<file path="config.mk">
export PLATFORM = sky130hd
export DESIGN_NAME = pipe_hazard_ctrl_flat
export DESIGN_NICKNAME = d
export VERILOG_FILES = /design/src/rtl/pipe_hazard_ctrl_if.sv /design/src/rtl/pipe_hazard_ctrl.sv /design/src/flat_wrapper.sv
export SDC_FILE = /design/constraint.sdc
export NUM_CORES = 1
export LEC_CHECK = 0
export CORE_MARGIN = 2
export CORE_UTILIZATION = 45
export DETAILED_ROUTE_END_ITERATION = 8
export PLACE_DENSITY = 0.79
export SLEW_MARGIN = 20
export SYNTH_ARGS = -nofsm -noshare
export SYNTH_HDL_FRONTEND = slang
export SYNTH_SLANG_ARGS = --single-unit
</file>
<file path="constraint.sdc">
create_clock -name clk_i -period 4.6 [get_ports clk_i]
set_input_delay 0.92 -clock clk_i [delete_from_list [all_inputs] [get_ports clk_i]]
set_output_delay 0.92 -clock clk_i [all_outputs]
set_load 0.005 [all_outputs]
</file>
<file path="src/rtl/pipe_hazard_ctrl_if.sv">
// rtl/pipe_hazard_ctrl_if.sv - hazard controller pipeline-side signal bundle
// slave is the controller's view; master is the pipeline/bench view.
interface pipe_hazard_ctrl_if;
  logic [6:0]  id_op_i;
  logic [4:0]  id_rs1_i;
  logic [4:0]  id_rs2_i;
  logic [4:0]  ex_rd_i;
  logic        ex_regwrite_i;
  logic        ex_memread_i;
  logic        br_taken_i;
  logic        mem_req_i;
  logic        mem_ready_i;
  logic        pc_write_o;
  logic        ifid_write_o;
  logic        pipe_en_o;
  logic        ifid_flush_o;
  logic        idex_bubble_o;
  logic [15:0] stall_cnt_o;
  logic [15:0] flush_cnt_o;

  modport slave (
    input  id_op_i, id_rs1_i, id_rs2_i, ex_rd_i, ex_regwrite_i, ex_memread_i,
    input  br_taken_i, mem_req_i, mem_ready_i,
    output pc_write_o, ifid_write_o, pipe_en_o, ifid_flush_o, idex_bubble_o,
    output stall_cnt_o, flush_cnt_o
  );

  modport master (
    output id_op_i, id_rs1_i, id_rs2_i, ex_rd_i, ex_regwrite_i, ex_memread_i,
    output br_taken_i, mem_req_i, mem_ready_i,
    input  pc_write_o, ifid_write_o, pipe_en_o, ifid_flush_o, idex_bubble_o,
    input  stall_cnt_o, flush_cnt_o
  );
endinterface

</file>
<file path="src/rtl/pipe_hazard_ctrl.sv">
// rtl/pipe_hazard_ctrl.sv - 5-stage pipeline stall/flush/freeze controller
// Mealy outputs from RUN/BRWAIT/MEMWAIT plus current hazard inputs; saturating perf counters.
module pipe_hazard_ctrl (
  input  logic                clk_i,
  input  logic                rst_i,
  pipe_hazard_ctrl_if.slave   hz
);

  localparam logic [6:0] OP_NONE = 7'b0000000;
  localparam logic [6:0] OP_RTYP = 7'b0110011;
  localparam logic [6:0] OP_BEQ  = 7'b1100011;
  localparam logic [6:0] OP_SW   = 7'b0100011;

  typedef enum logic [1:0] {
    RUN     = 2'd0,
    BRWAIT  = 2'd1,
    MEMWAIT = 2'd2
  } state_t;

  state_t      state_q, state_d;
  logic        br_pend_q, br_pend_d;
  logic [15:0] stall_cnt_q, flush_cnt_q;

  logic uses_rs1, uses_rs2, dep, load_use, br_dep, mem_hold;
  logic pc_write, ifid_write, pipe_en, ifid_flush, idex_bubble;

  always_comb begin
    uses_rs1 = (hz.id_op_i != OP_NONE);
    uses_rs2 = (hz.id_op_i == OP_RTYP) || (hz.id_op_i == OP_BEQ) || (hz.id_op_i == OP_SW);
    dep      = (hz.ex_rd_i != 5'd0) &&
               ((uses_rs1 && (hz.ex_rd_i == hz.id_rs1_i)) ||
                (uses_rs2 && (hz.ex_rd_i == hz.id_rs2_i)));
    load_use = hz.ex_memread_i && dep;
    br_dep   = (hz.id_op_i == OP_BEQ) && hz.ex_regwrite_i && dep;
    mem_hold = hz.mem_req_i && !hz.mem_ready_i;
  end

  always_ff @(posedge clk_i or negedge rst_i) begin
    if (!rst_i) begin
      state_q   <= RUN;
      br_pend_q <= 1'b0;
    end else begin
      state_q   <= state_d;
      br_pend_q <= br_pend_d;
    end
  end

  // A freeze taken from BRWAIT remembers the owed stall cycle and replays it after MEMWAIT.
  always_comb begin
    state_d   = state_q;
    br_pend_d = br_pend_q;
    case (state_q)
      RUN: begin
        if (mem_hold) begin
          state_d   = MEMWAIT;
          br_pend_d = 1'b0;
        end else if (br_dep && hz.ex_memread_i) begin
          state_d = BRWAIT;
        end
      end
      BRWAIT: begin
        if (mem_hold) begin
          state_d   = MEMWAIT;
          br_pend_d = 1'b1;
        end else begin
          state_d = RUN;
        end
      end
      MEMWAIT: begin
        if (hz.mem_ready_i) begin
          state_d   = br_pend_q ? BRWAIT : RUN;
          br_pend_d = 1'b0;
        end
      end
      default: begin
        state_d   = RUN;
        br_pend_d = 1'b0;
      end
    endcase
  end

  always_comb begin
    pc_write    = 1'b0;
    ifid_write  = 1'b0;
    pipe_en     = 1'b0;
    ifid_flush  = 1'b0;
    idex_bubble = 1'b0;
    if (rst_i) begin
      case (state_q)
        RUN: begin
          if (mem_hold) begin
            pipe_en = 1'b0;
          end else if (load_use || br_dep) begin
            pipe_en     = 1'b1;
            idex_bubble = 1'b1;
          end else begin
            pc_write   = 1'b1;
            ifid_write = 1'b1;
            pipe_en    = 1'b1;
            ifid_flush = hz.br_taken_i;
          end
        end
        BRWAIT: begin
          if (!mem_hold) begin
            pipe_en     = 1'b1;
            idex_bubble = 1'b1;
          end
        end
        MEMWAIT: begin
          if (hz.mem_ready_i) begin
            pc_write   = 1'b1;
            ifid_write = 1'b1;
            pipe_en    = 1'b1;
          end
        end
        default: begin
          pipe_en = 1'b0;
        end
      endcase
    end
  end

  always_ff @(posedge clk_i or negedge rst_i) begin
    if (!rst_i) begin
      stall_cnt_q <= 16'd0;
      flush_cnt_q <= 16'd0;
    end else begin
      if (!pc_write && (stall_cnt_q != 16'hFFFF))
        stall_cnt_q <= stall_cnt_q + 16'd1;
      if (ifid_flush && (flush_cnt_q != 16'hFFFF))
        flush_cnt_q <= flush_cnt_q + 16'd1;
    end
  end

  assign hz.pc_write_o    = pc_write;
  assign hz.ifid_write_o  = ifid_write;
  assign hz.pipe_en_o     = pipe_en;
  assign hz.ifid_flush_o  = ifid_flush;
  assign hz.idex_bubble_o = idex_bubble;
  assign hz.stall_cnt_o   = stall_cnt_q;
  assign hz.flush_cnt_o   = flush_cnt_q;

endmodule

</file>
<file path="src/flat_wrapper.sv">
// flat-port wrapper written by rule: the top's interface ports become plain ports
module pipe_hazard_ctrl_flat 
  (clk_i, rst_i, hz_id_op_i, hz_id_rs1_i, hz_id_rs2_i, hz_ex_rd_i, hz_ex_regwrite_i, hz_ex_memread_i, hz_br_taken_i, hz_mem_req_i, hz_mem_ready_i, hz_pc_write_o, hz_ifid_write_o, hz_pipe_en_o, hz_ifid_flush_o, hz_idex_bubble_o, hz_stall_cnt_o, hz_flush_cnt_o);
  pipe_hazard_ctrl_if hz_i ();
  input  logic clk_i;
  input  logic rst_i;
  input wire logic [$bits(hz_i.id_op_i)-1:0] hz_id_op_i;
  input wire logic [$bits(hz_i.id_rs1_i)-1:0] hz_id_rs1_i;
  input wire logic [$bits(hz_i.id_rs2_i)-1:0] hz_id_rs2_i;
  input wire logic [$bits(hz_i.ex_rd_i)-1:0] hz_ex_rd_i;
  input wire logic [$bits(hz_i.ex_regwrite_i)-1:0] hz_ex_regwrite_i;
  input wire logic [$bits(hz_i.ex_memread_i)-1:0] hz_ex_memread_i;
  input wire logic [$bits(hz_i.br_taken_i)-1:0] hz_br_taken_i;
  input wire logic [$bits(hz_i.mem_req_i)-1:0] hz_mem_req_i;
  input wire logic [$bits(hz_i.mem_ready_i)-1:0] hz_mem_ready_i;
  output wire logic [$bits(hz_i.pc_write_o)-1:0] hz_pc_write_o;
  output wire logic [$bits(hz_i.ifid_write_o)-1:0] hz_ifid_write_o;
  output wire logic [$bits(hz_i.pipe_en_o)-1:0] hz_pipe_en_o;
  output wire logic [$bits(hz_i.ifid_flush_o)-1:0] hz_ifid_flush_o;
  output wire logic [$bits(hz_i.idex_bubble_o)-1:0] hz_idex_bubble_o;
  output wire logic [$bits(hz_i.stall_cnt_o)-1:0] hz_stall_cnt_o;
  output wire logic [$bits(hz_i.flush_cnt_o)-1:0] hz_flush_cnt_o;
  assign hz_i.id_op_i = hz_id_op_i;
  assign hz_i.id_rs1_i = hz_id_rs1_i;
  assign hz_i.id_rs2_i = hz_id_rs2_i;
  assign hz_i.ex_rd_i = hz_ex_rd_i;
  assign hz_i.ex_regwrite_i = hz_ex_regwrite_i;
  assign hz_i.ex_memread_i = hz_ex_memread_i;
  assign hz_i.br_taken_i = hz_br_taken_i;
  assign hz_i.mem_req_i = hz_mem_req_i;
  assign hz_i.mem_ready_i = hz_mem_ready_i;
  assign hz_pc_write_o = hz_i.pc_write_o;
  assign hz_ifid_write_o = hz_i.ifid_write_o;
  assign hz_pipe_en_o = hz_i.pipe_en_o;
  assign hz_ifid_flush_o = hz_i.ifid_flush_o;
  assign hz_idex_bubble_o = hz_i.idex_bubble_o;
  assign hz_stall_cnt_o = hz_i.stall_cnt_o;
  assign hz_flush_cnt_o = hz_i.flush_cnt_o;
  pipe_hazard_ctrl u_core (.clk_i(clk_i), .rst_i(rst_i), .hz(hz_i));
endmodule
</file>
== Word level (Yosys, flattened, before mapping) ==
Index checks and enable logic that the tools add are counted.
Storage, ports and cells
  bits in registers: 35
  latch bits: 0
  bits in writable memories: 0
  bits in read-only memories: 0
  input port bits: 29
  output and inout port bits: 37
  word-level logic and storage cells: 67
  memories kept: 0
Cells by class
  $add $sub $neg: 2
  multiply operators: 0
  divide/modulo/power cells: 0
  magnitude comparators: 0
  equal/unequal tests: 13
  shift-type cells: 0
  muxes and demuxes: 26
  bitwise logic cells: 0
  reductions and logical operators: 22
Operator list (count)
  adder 16 x 1 -> 16 bit (second input constant): 2
  inequality test 16 bit (second input constant): 2
  2-to-1 mux 1 bit: 17
  equality test 7 x 6 -> 1 bit (second input constant): 2
  equality test 5 bit: 2
  logical AND 1 bit: 10
  2-to-1 mux 2 bit: 4
  equality test 7 bit (second input constant): 1
  nonzero test 7 bit: 1
  one-hot mux 1 bit (2 select lines): 3
  one-hot mux 2 bit (3 select lines): 1
  nonzero test 5 bit: 1
  logical OR 1 bit: 4
  inequality test 2 x 1 -> 1 bit (second input constant): 2
  inequality test 3 x 1 -> 1 bit (second input constant): 1
  one-hot mux 1 bit (3 select lines): 1
  AND reduction 3 bit: 1
  equality test 2 x 1 -> 1 bit (second input constant): 1
  equality test 2 bit (second input constant): 1
  zero test 1 bit: 2
  zero test 2 bit: 1
  inequality test 2 bit (second input constant): 1
  AND reduction 2 bit: 1
  OR reduction 2 bit: 1

== Depth between registers and ports, before layout ==
Gate-level depths: netlist of run 1.
  depth after elaboration: 14
  depth in mapped cells: 9
  depth with buffers taken out: 8

== Worst setup path after synthesis of run 1 ==
OpenSTA, ideal clock, no wires.
  path type: input-to-output
  start point: input hz_id_op_i[3]
  end point: output hz_pc_write_o
  arrival time: 2.252 ns
  data required time: 3.680 ns
  setup slack: 1.428 ns
  stages: 6
  buffers on the path: 1
  path through: nor2_4 nand4_1 a2111o_1 a211oi_4 a21oi_1 buf_4
Between the ends
  longest elaborated chain between the ends: 12
  elaborated cells between the ends (all ways): 18
  classes of those cells: 3 x eq/ne; 4 x mux; 11 x reduce/logical
RTL lines
  start, declared: RTL line flat_wrapper.sv:7  | input wire logic [$bits(hz_i.id_op_i)-1:0] hz_id_op_i;
  equality test 7 x 6 -> 1 bit or equality test 7 bit (tied branches): RTL line pipe_hazard_ctrl.sv:29, pipe_hazard_ctrl.sv:34
  logical OR 1 bit (2 in a row): RTL line pipe_hazard_ctrl.sv:29  | uses_rs2 = (hz.id_op_i == OP_RTYP) || (hz.id_op_i == OP_BEQ) || (hz.id_op_i == OP_SW);
  logical AND 1 bit: RTL line pipe_hazard_ctrl.sv:32  | (uses_rs2 && (hz.ex_rd_i == hz.id_rs2_i)));
  logical OR 1 bit: RTL line pipe_hazard_ctrl.sv:31  | ((uses_rs1 && (hz.ex_rd_i == hz.id_rs1_i)) ||
  logical AND 1 bit: RTL line pipe_hazard_ctrl.sv:30  | dep = (hz.ex_rd_i != 5'd0) &&
  logical AND 1 bit, on equally long branches: RTL line pipe_hazard_ctrl.sv:33, pipe_hazard_ctrl.sv:34
  logical OR 1 bit *: RTL line pipe_hazard_ctrl.sv:93  | end else if (load_use || br_dep) begin
  2-to-1 mux 1 bit * (2 in a row)
  one-hot mux 1 bit (2 select lines) *
  2-to-1 mux 1 bit *
  end, declared: RTL line flat_wrapper.sv:16  | output wire logic [$bits(hz_i.pc_write_o)-1:0] hz_pc_write_o;
Mark *: on every way between the ends. The rest lies on a longest branch, timed or not.

== Worst setup path in the final report of run 1 ==
  start point: input hz_ex_rd_i[1]
  end point: output hz_idex_bubble_o
Between the ends
  longest elaborated chain between the ends: 10
  elaborated cells between the ends (all ways): 14
  classes of those cells: 2 x eq/ne; 4 x mux; 8 x reduce/logical
RTL lines
  start, declared: RTL line flat_wrapper.sv:10  | input wire logic [$bits(hz_i.ex_rd_i)-1:0] hz_ex_rd_i;
  equality test 5 bit, on equally long branches: RTL line pipe_hazard_ctrl.sv:31, pipe_hazard_ctrl.sv:32
  logical AND 1 bit, on equally long branches: RTL line pipe_hazard_ctrl.sv:31, pipe_hazard_ctrl.sv:32
  logical OR 1 bit: RTL line pipe_hazard_ctrl.sv:31
  logical AND 1 bit *: RTL line pipe_hazard_ctrl.sv:30
  logical AND 1 bit, on equally long branches: RTL line pipe_hazard_ctrl.sv:33, pipe_hazard_ctrl.sv:34
  logical OR 1 bit *: RTL line pipe_hazard_ctrl.sv:93
  2-to-1 mux 1 bit *: RTL line pipe_hazard_ctrl.sv:93
  2-to-1 mux 1 bit *: RTL line pipe_hazard_ctrl.sv:91  | if (mem_hold) begin
  one-hot mux 1 bit (2 select lines) *: RTL line pipe_hazard_ctrl.sv:89  | case (state_q)
  2-to-1 mux 1 bit *: RTL line pipe_hazard_ctrl.sv:88  | if (rst_i) begin
  end, declared: RTL line flat_wrapper.sv:20  | output wire logic [$bits(hz_i.idex_bubble_o)-1:0] hz_idex_bubble_o;
Marks and branches as above.

==> impl_metrics.yaml, run 1 <==
worst_setup_path:
  crit_top_cell: "clkdlybuf4s50_1"
  slowest_delay_ns: 0.56
  start_kind: "primary input"
  r2r-end: "u_core.hz.stall_cnt_o[1]"
  worstPathArrival_ns: 3.20
  crit_type: "in -> out"
  crit_path_end_kind: "primary output"
  worstPathMaxFanout: 6
  r2r_cells: 7
  crit_chain: "clkdlybuf4s50_1 -> xnor2_1 -> nand4_1 -> a2111o_1 -> a211oi_4 -> o211a_1 -> clkdlybuf4s50_1"
  rr_startpoint: "u_core.hz.stall_cnt_o[0]"
  path_buf_inv: 2
  r2r_slack_ns: 2.25
  worstPathRequired_ns: 3.68
  crit_family: "buffers and inverters"
  cp_slowest_cell: "clkdlybuf4s50_1"
cells_and_area:
  multi_input_area_um2: 1020
  layout_commonest_cell: "clkdlybuf4s50_1"
  nFillCells: 341
  fin_nets: 299
  diodes: 0
  most-common-layout-cells: "65 x clkdlybuf4s50_1, 35 x dfrtp_1, 24 x nor2_1"
  drive_gt1_share_pct: 7.06
  seqCellArea_um2: 876
  synthToLayoutAreaGrowth_pct: 40.5
synthesis:
  synthSimpleGateAreaFrac_pct: 25.2
  synth-compound-area-share_pct: 7.40
  synth_top_flop_cell: "dfrtp_1"
  synth_edf_count: 0
  yosys.area_share.adder_pct: 1.29
  synth_cells: 197
  synth_mux_area_share_pct: 1.16
  yosysWarningCount: 0
  ys_async_sr_fraction_pct: 100
  synthXorXnorAreaFrac_pct: 17.6
  ys_seq_area_share_pct: 45.0
  netlist_area_um2: 1940
  ys_types: 33
  ys_ff_latch: 35
  postSynthAreaPerCell_um2: 9.87
  synth_top_family_by_area: "simple AND/OR/NAND/NOR gates"
  synth_nets: 228
clock_network:
  cts_buffer_depth: 2
  cts_buffers: 5
  hold_buffers: 0
  cts_sinks: 35
  cts_tree: "built"
  cts_resized: 0
  clkLatencyLatePin_ns: 0.29
  root_buffer: "clkbuf_8"
  cts_setup_buffers: 0
  h-tree-depth: 2
  clk_pin_slew_ns: 0.07
pwr:
  p_clk_share_pct: 23.2
  swShare_pct: 30.8
  comb_power_share_pct: 30.0
  power.total_mw: 0.937
  seq_power_share_pct: 46.8
  ir_worst_vdd_v: 0.000290
  leakagePower_nw: 1.15
  power_switching_mw: 0.288
  powerDensity_nw_per_um2: 343
  p_int_mw: 0.649
place:
  place.detailed.hpwl_um: 3320
  place_congestion: 0.848
  io_buffers: 65
  dp_slack_ns: 0.477
min_path:
  whs_path_depth: 1
  hp-start: "u_core.hz.stall_cnt_o[6]"
  hold_path_class: "reg -> reg"
  hold_path_end: "u_core.hz.stall_cnt_o[6]"
routing:
  drc: 0
  drt_wl_total_um: 4430
  vias: 1702
  drtIter0Drc: 96
  wl_per_cell_um: 13.9
  detail-route-antenna-nets: 0
  viasPerCell: 5.34
  dr.pass1.iters: 4
die:
  die_w_um: 69.7
  die_area_um2: 4860
  coreArea_um2: 4090
  initial_core_util_pct: 47.6
  core.rowCount: 23
  fp.dieH_um: 69.7
  ios: 66
timing:
  rsz0062_at_grt: "false"
  finalHoldViolCount: 0
  drv_slew: 0
  tightest_slew_ns: 0.666
  fmax_ghz: 0.243
  setup_tns_ns: 0
  worst_slack_ns: 0.478
  fin_crit_ns: 4.12
  slew-limit-headroom_pct: 55.3
  fin_worst_skew_ns: 0.00737
  timing.final.crit_share_pct: 89.6
  setup_viol: 0
global_routing:
  track_usage_pct: 19.3
  antenna_found_initial: 0
  grt-ovfl-total: 0
  grt_pass1_wl_um: 7560
  grt_pass1_vias: 1596
  grt_max_degree: 38
status:
  status: "finished, final reports clean"
job:
  maxCapViolations: 0
[area by class of cell]
cell class              instances  share of cell area (%)
clock buffers                   6                    2.66
clock inverters                 2                   0.458
inverters                       5                   0.687
repair buffers                 67                    24.4
well taps                      50                    2.29
flip-flops and latches         35                    32.1
multi-input cells             154                    37.5
[power by group through the flow]
stage               combinational (mW)  clock, mW  sequential (mW)
global route                     0.312      0.240            0.451
finish                           0.281      0.218            0.438
global placement                 0.278          0            0.441
CTS                              0.285      0.226            0.438
floorplan                        0.113          0            0.435
detailed placement               0.284          0            0.443
[metrics by stage]
step	cell area, um^2	instances	utilization, %	hold slack, ns
final	2730	319	66.8	0.500
after global routing	2730	319	66.8	0.515
after CTS	2730	319	66.8	0.498
after detailed placement	2650	311	64.8	0.484
after global placement	2650	311	64.8	0.479
after floorplan	1940	197	-	0.472
[cells in the mapped netlist (all sizes together), types with 2 or more instances]
library cell	number	area, um^2
dfrtp	35	876
nor2	25	101
xnor2	20	175
xor2	19	166
nand4	17	106
nand3	16	80.1
nand2	14	52.6
nor3	10	65.1
a21oi	8	55.1
inv	5	18.8
and3	4	25.0
buf	3	26.3
o21ai	3	15.0
ha	2	25.0
mux2	2	22.5
nor2b	2	12.5
nor4	2	25.0
[worst max path at each step]
| stage | slack (ns) | depth (start not counted) | endpoint | startpoint |
|---|---|---|---|---|
| 6_report | 0.48 | 7 | hz_idex_bubble_o | hz_ex_rd_i[1] |
| 5_1_grt | 0.39 | 7 | hz_idex_bubble_o | hz_id_op_i[3] |
| 4_1_cts | 0.47 | 7 | hz_idex_bubble_o | hz_ex_rd_i[1] |
| 3_5_place_dp | 0.48 | 7 | hz_idex_bubble_o | hz_ex_rd_i[1] |
| 3_3_place_gp | 0.52 | 7 | hz_idex_bubble_o | hz_id_op_i[3] |
| 2_1_floorplan | 1.43 | 6 | hz_pc_write_o | hz_id_op_i[3] |
[per-layer routing]
metal	GRT usage, %	part of all wire [%]
met1	24.7	46
met2	31.7	48
met3	6.69	6.4
met4	3.85	0.16
met5	0	0
[registers in the layout (all words and copies together), names as in the netlist]
register,count
u_core.br_pend_q,1
u_core.hz.flush_cnt_o,16
u_core.hz.stall_cnt_o,16
u_core.state_q,2
[kinds of logic (layout without fill, tap and decap cells)]
| kind of cell | Yosys count | in the layout |
|---|---|---|
| flip-flops | 35 | 35 |
| AND/OR/NAND/NOR | 93 | 93 |
| AO/OA/AOI/OAI | 18 | 18 |
| adder cells (fa/ha/maj) | 2 | 2 |
| XOR/XNOR | 39 | 39 |
| buffers and inverters | 8 | 80 |
| multiplexers | 2 | 2 |
Note: power is estimated with default switching activity, not from simulation.
==> run 2, diff against run 1 <==
--- a/config.mk
+++ b/config.mk
@@ -5,11 +5,14 @@
 export SDC_FILE = /design/constraint.sdc
 export NUM_CORES = 1
 export LEC_CHECK = 0
+export CELL_PAD_IN_SITES_DETAIL_PLACEMENT = 1
+export CELL_PAD_IN_SITES_GLOBAL_PLACEMENT = 1
 export CORE_MARGIN = 2
-export CORE_UTILIZATION = 45
+export CORE_UTILIZATION = 36
 export DETAILED_ROUTE_END_ITERATION = 8
-export PLACE_DENSITY = 0.79
+export PLACE_DENSITY_LB_ADDON = 0.1
 export SLEW_MARGIN = 20
 export SYNTH_ARGS = -nofsm -noshare
 export SYNTH_HDL_FRONTEND = slang
 export SYNTH_SLANG_ARGS = --single-unit
+export TNS_END_PERCENT = 100
==> run 2 against run 1 <==
Effect of this change: worst hold slack lost 0.011 ns; clock power grew 5%; die area grew 23%; cell count grew 6.0%; global-route usage shrank 1.2 points; design area grew 0.82%; count of clock-buffer cells in the layout is the same; routed wire length grew 17%; clock skew grew 0.0017 ns; critical endpoint unchanged; sequential share of layout area shrank 0.26 points; sequential power is essentially flat; setup slack lost 0.017 ns.
==> impl_metrics.yaml, run 2 (synthesis gave the netlist of run 1 again) <==
die:
  core.rowCount: 26
  ios: 66
  initial_core_util_pct: 37.6
  fp.dieH_um: 77.5
  coreArea_um2: 5170
  die_w_um: 77.5
  die_area_um2: 6000
timing:
  slew-limit-headroom_pct: 53.6
  fin_worst_skew_ns: 0.00910
  fin_crit_ns: 4.14
  finalHoldViolCount: 0
  setup_tns_ns: 0
  fmax_ghz: 0.242
  setup_viol: 0
  rsz0062_at_grt: "false"
  timing.final.crit_share_pct: 90.0
  drv_slew: 0
  worst_slack_ns: 0.460
  tightest_slew_ns: 0.692
global_routing:
  grt_max_degree: 38
  grt_pass1_vias: 1760
  antenna_found_initial: 0
  track_usage_pct: 18.0
  grt_pass1_wl_um: 8590
  grt-ovfl-total: 0
worst_setup_path:
  crit_path_end_kind: "primary output"
  crit_type: "in -> out"
  worstPathRequired_ns: 3.68
  worstPathMaxFanout: 6
  worstPathArrival_ns: 3.22
  start_kind: "primary input"
routing:
  drc: 0
  vias: 1726
  drtIter0Drc: 46
  wl_per_cell_um: 15.3
  drt_wl_total_um: 5180
  detail-route-antenna-nets: 0
  viasPerCell: 5.11
  dr.pass1.iters: 4
pwr:
  leakagePower_nw: 1.16
  power.total_mw: 0.954
  powerDensity_nw_per_um2: 346
  ir_worst_vdd_v: 0.000230
status:
  status: "finished, final reports clean"
clock_network:
  root_buffer: "clkbuf_8"
  h-tree-depth: 2
  clk_pin_slew_ns: 0.08
  cts_buffer_depth: 2
  cts_resized: 0
  cts_buffers: 5
  cts_sinks: 35
  clkLatencyLatePin_ns: 0.29
  cts_setup_buffers: 0
  cts_tree: "built"
  hold_buffers: 0
cells_and_area:
  utilization_pct: 53.2
  fin_nets: 299
  layout_commonest_cell: "clkdlybuf4s50_1"
  instances_no_fill: 338
  drive_gt1_share_pct: 7.46
  most-common-layout-cells: "64 x clkdlybuf4s50_1, 35 x dfrtp_1, 24 x nor2_1"
  diodes: 0
  nFillCells: 573
  synthToLayoutAreaGrowth_pct: 41.6
place:
  dp_slack_ns: 0.450
  place.detailed.hpwl_um: 3990
  dp.cells: 331
  place_congestion: 0.812
  io_buffers: 65
job:
  maxCapViolations: 0
min_path:
  hold_path_class: "reg -> reg"
[run 2: cell types whose count changed in the layout (fill, tap and decap cells not counted), sizes merged]
| cell | previous run | this run |
|---|---|---|
| buf | 2 | 3 |
| clkdlybuf4s50 | 65 | 64 |
| clkinvlp | 1 | 0 |
[run 2: worst max-delay path, stage by stage]
cell             delay, ns
clkdlybuf4s50_1       0.56
xnor2_1               0.14
nand4_1               0.13
a2111o_1              0.38
a211oi_4              0.40
o211a_1               0.18
clkdlybuf4s50_1       0.50
[run 2: report_power, final]
| group | switching [mW] | leakage, nW | internal (mW) | total, mW |
|---|---|---|---|---|
| logic | 0.108 | 0.642 | 0.179 | 0.287 |
| clock network | 0.112 | 0.0470 | 0.118 | 0.229 |
| registers | 0.0737 | 0.466 | 0.364 | 0.438 |
| total | 0.293 | 1.16 | 0.661 | 0.954 |
[run 2: layout make-up]
type / count / area [um^2] / share of cell area (%)
inverters: 5 / 18.8 / 0.682
multi-input cells: 154 / 1020 / 37.2
flip-flops and latches: 35 / 876 / 31.8
well taps: 70 / 87.6 / 3.18
clock inverters: 1 / 5.00 / 0.182
clock buffers: 6 / 82.6 / 3.00
repair buffers: 67 / 661 / 24.0
[run 2: path summary, 6_finish.rpt]
check	start	end	cells past startpoint	slack, ns
setup / recovery	hz_ex_rd_i[1]	hz_idex_bubble_o	7	0.46
hold / removal	u_core.hz.flush_cnt_o[8]	u_core.hz.flush_cnt_o[8]	1	0.49
setup reg to reg	u_core.hz.stall_cnt_o[0]	u_core.hz.stall_cnt_o[1]	7	2.15
hold reg to reg	u_core.hz.flush_cnt_o[8]	u_core.hz.flush_cnt_o[8]	1	0.49
max in group asynchronous	rst_i	u_core.hz.stall_cnt_o[3]	2	3.55
min in group asynchronous	rst_i	u_core.hz.flush_cnt_o[7]	2	0.71
[run 2: per-layer routing]
metal  vias to the layer above  GRT usage, %  routed length [um]
met5                         -             0                   0
met4                         0          5.89                  61
met3                         6          3.95                 192
met2                        36          29.1                2500
met1                       848          24.1                2430
li1                        836             -                   -
[run 2: metrics by stage]
stage                     cell area (um^2)  hold slack, ns
final                                 2750           0.488
after global routing                  2750           0.520
after CTS                             2750           0.490
after detailed placement              2670           0.479
after global placement                2670           0.478
after floorplan                       1940           0.472
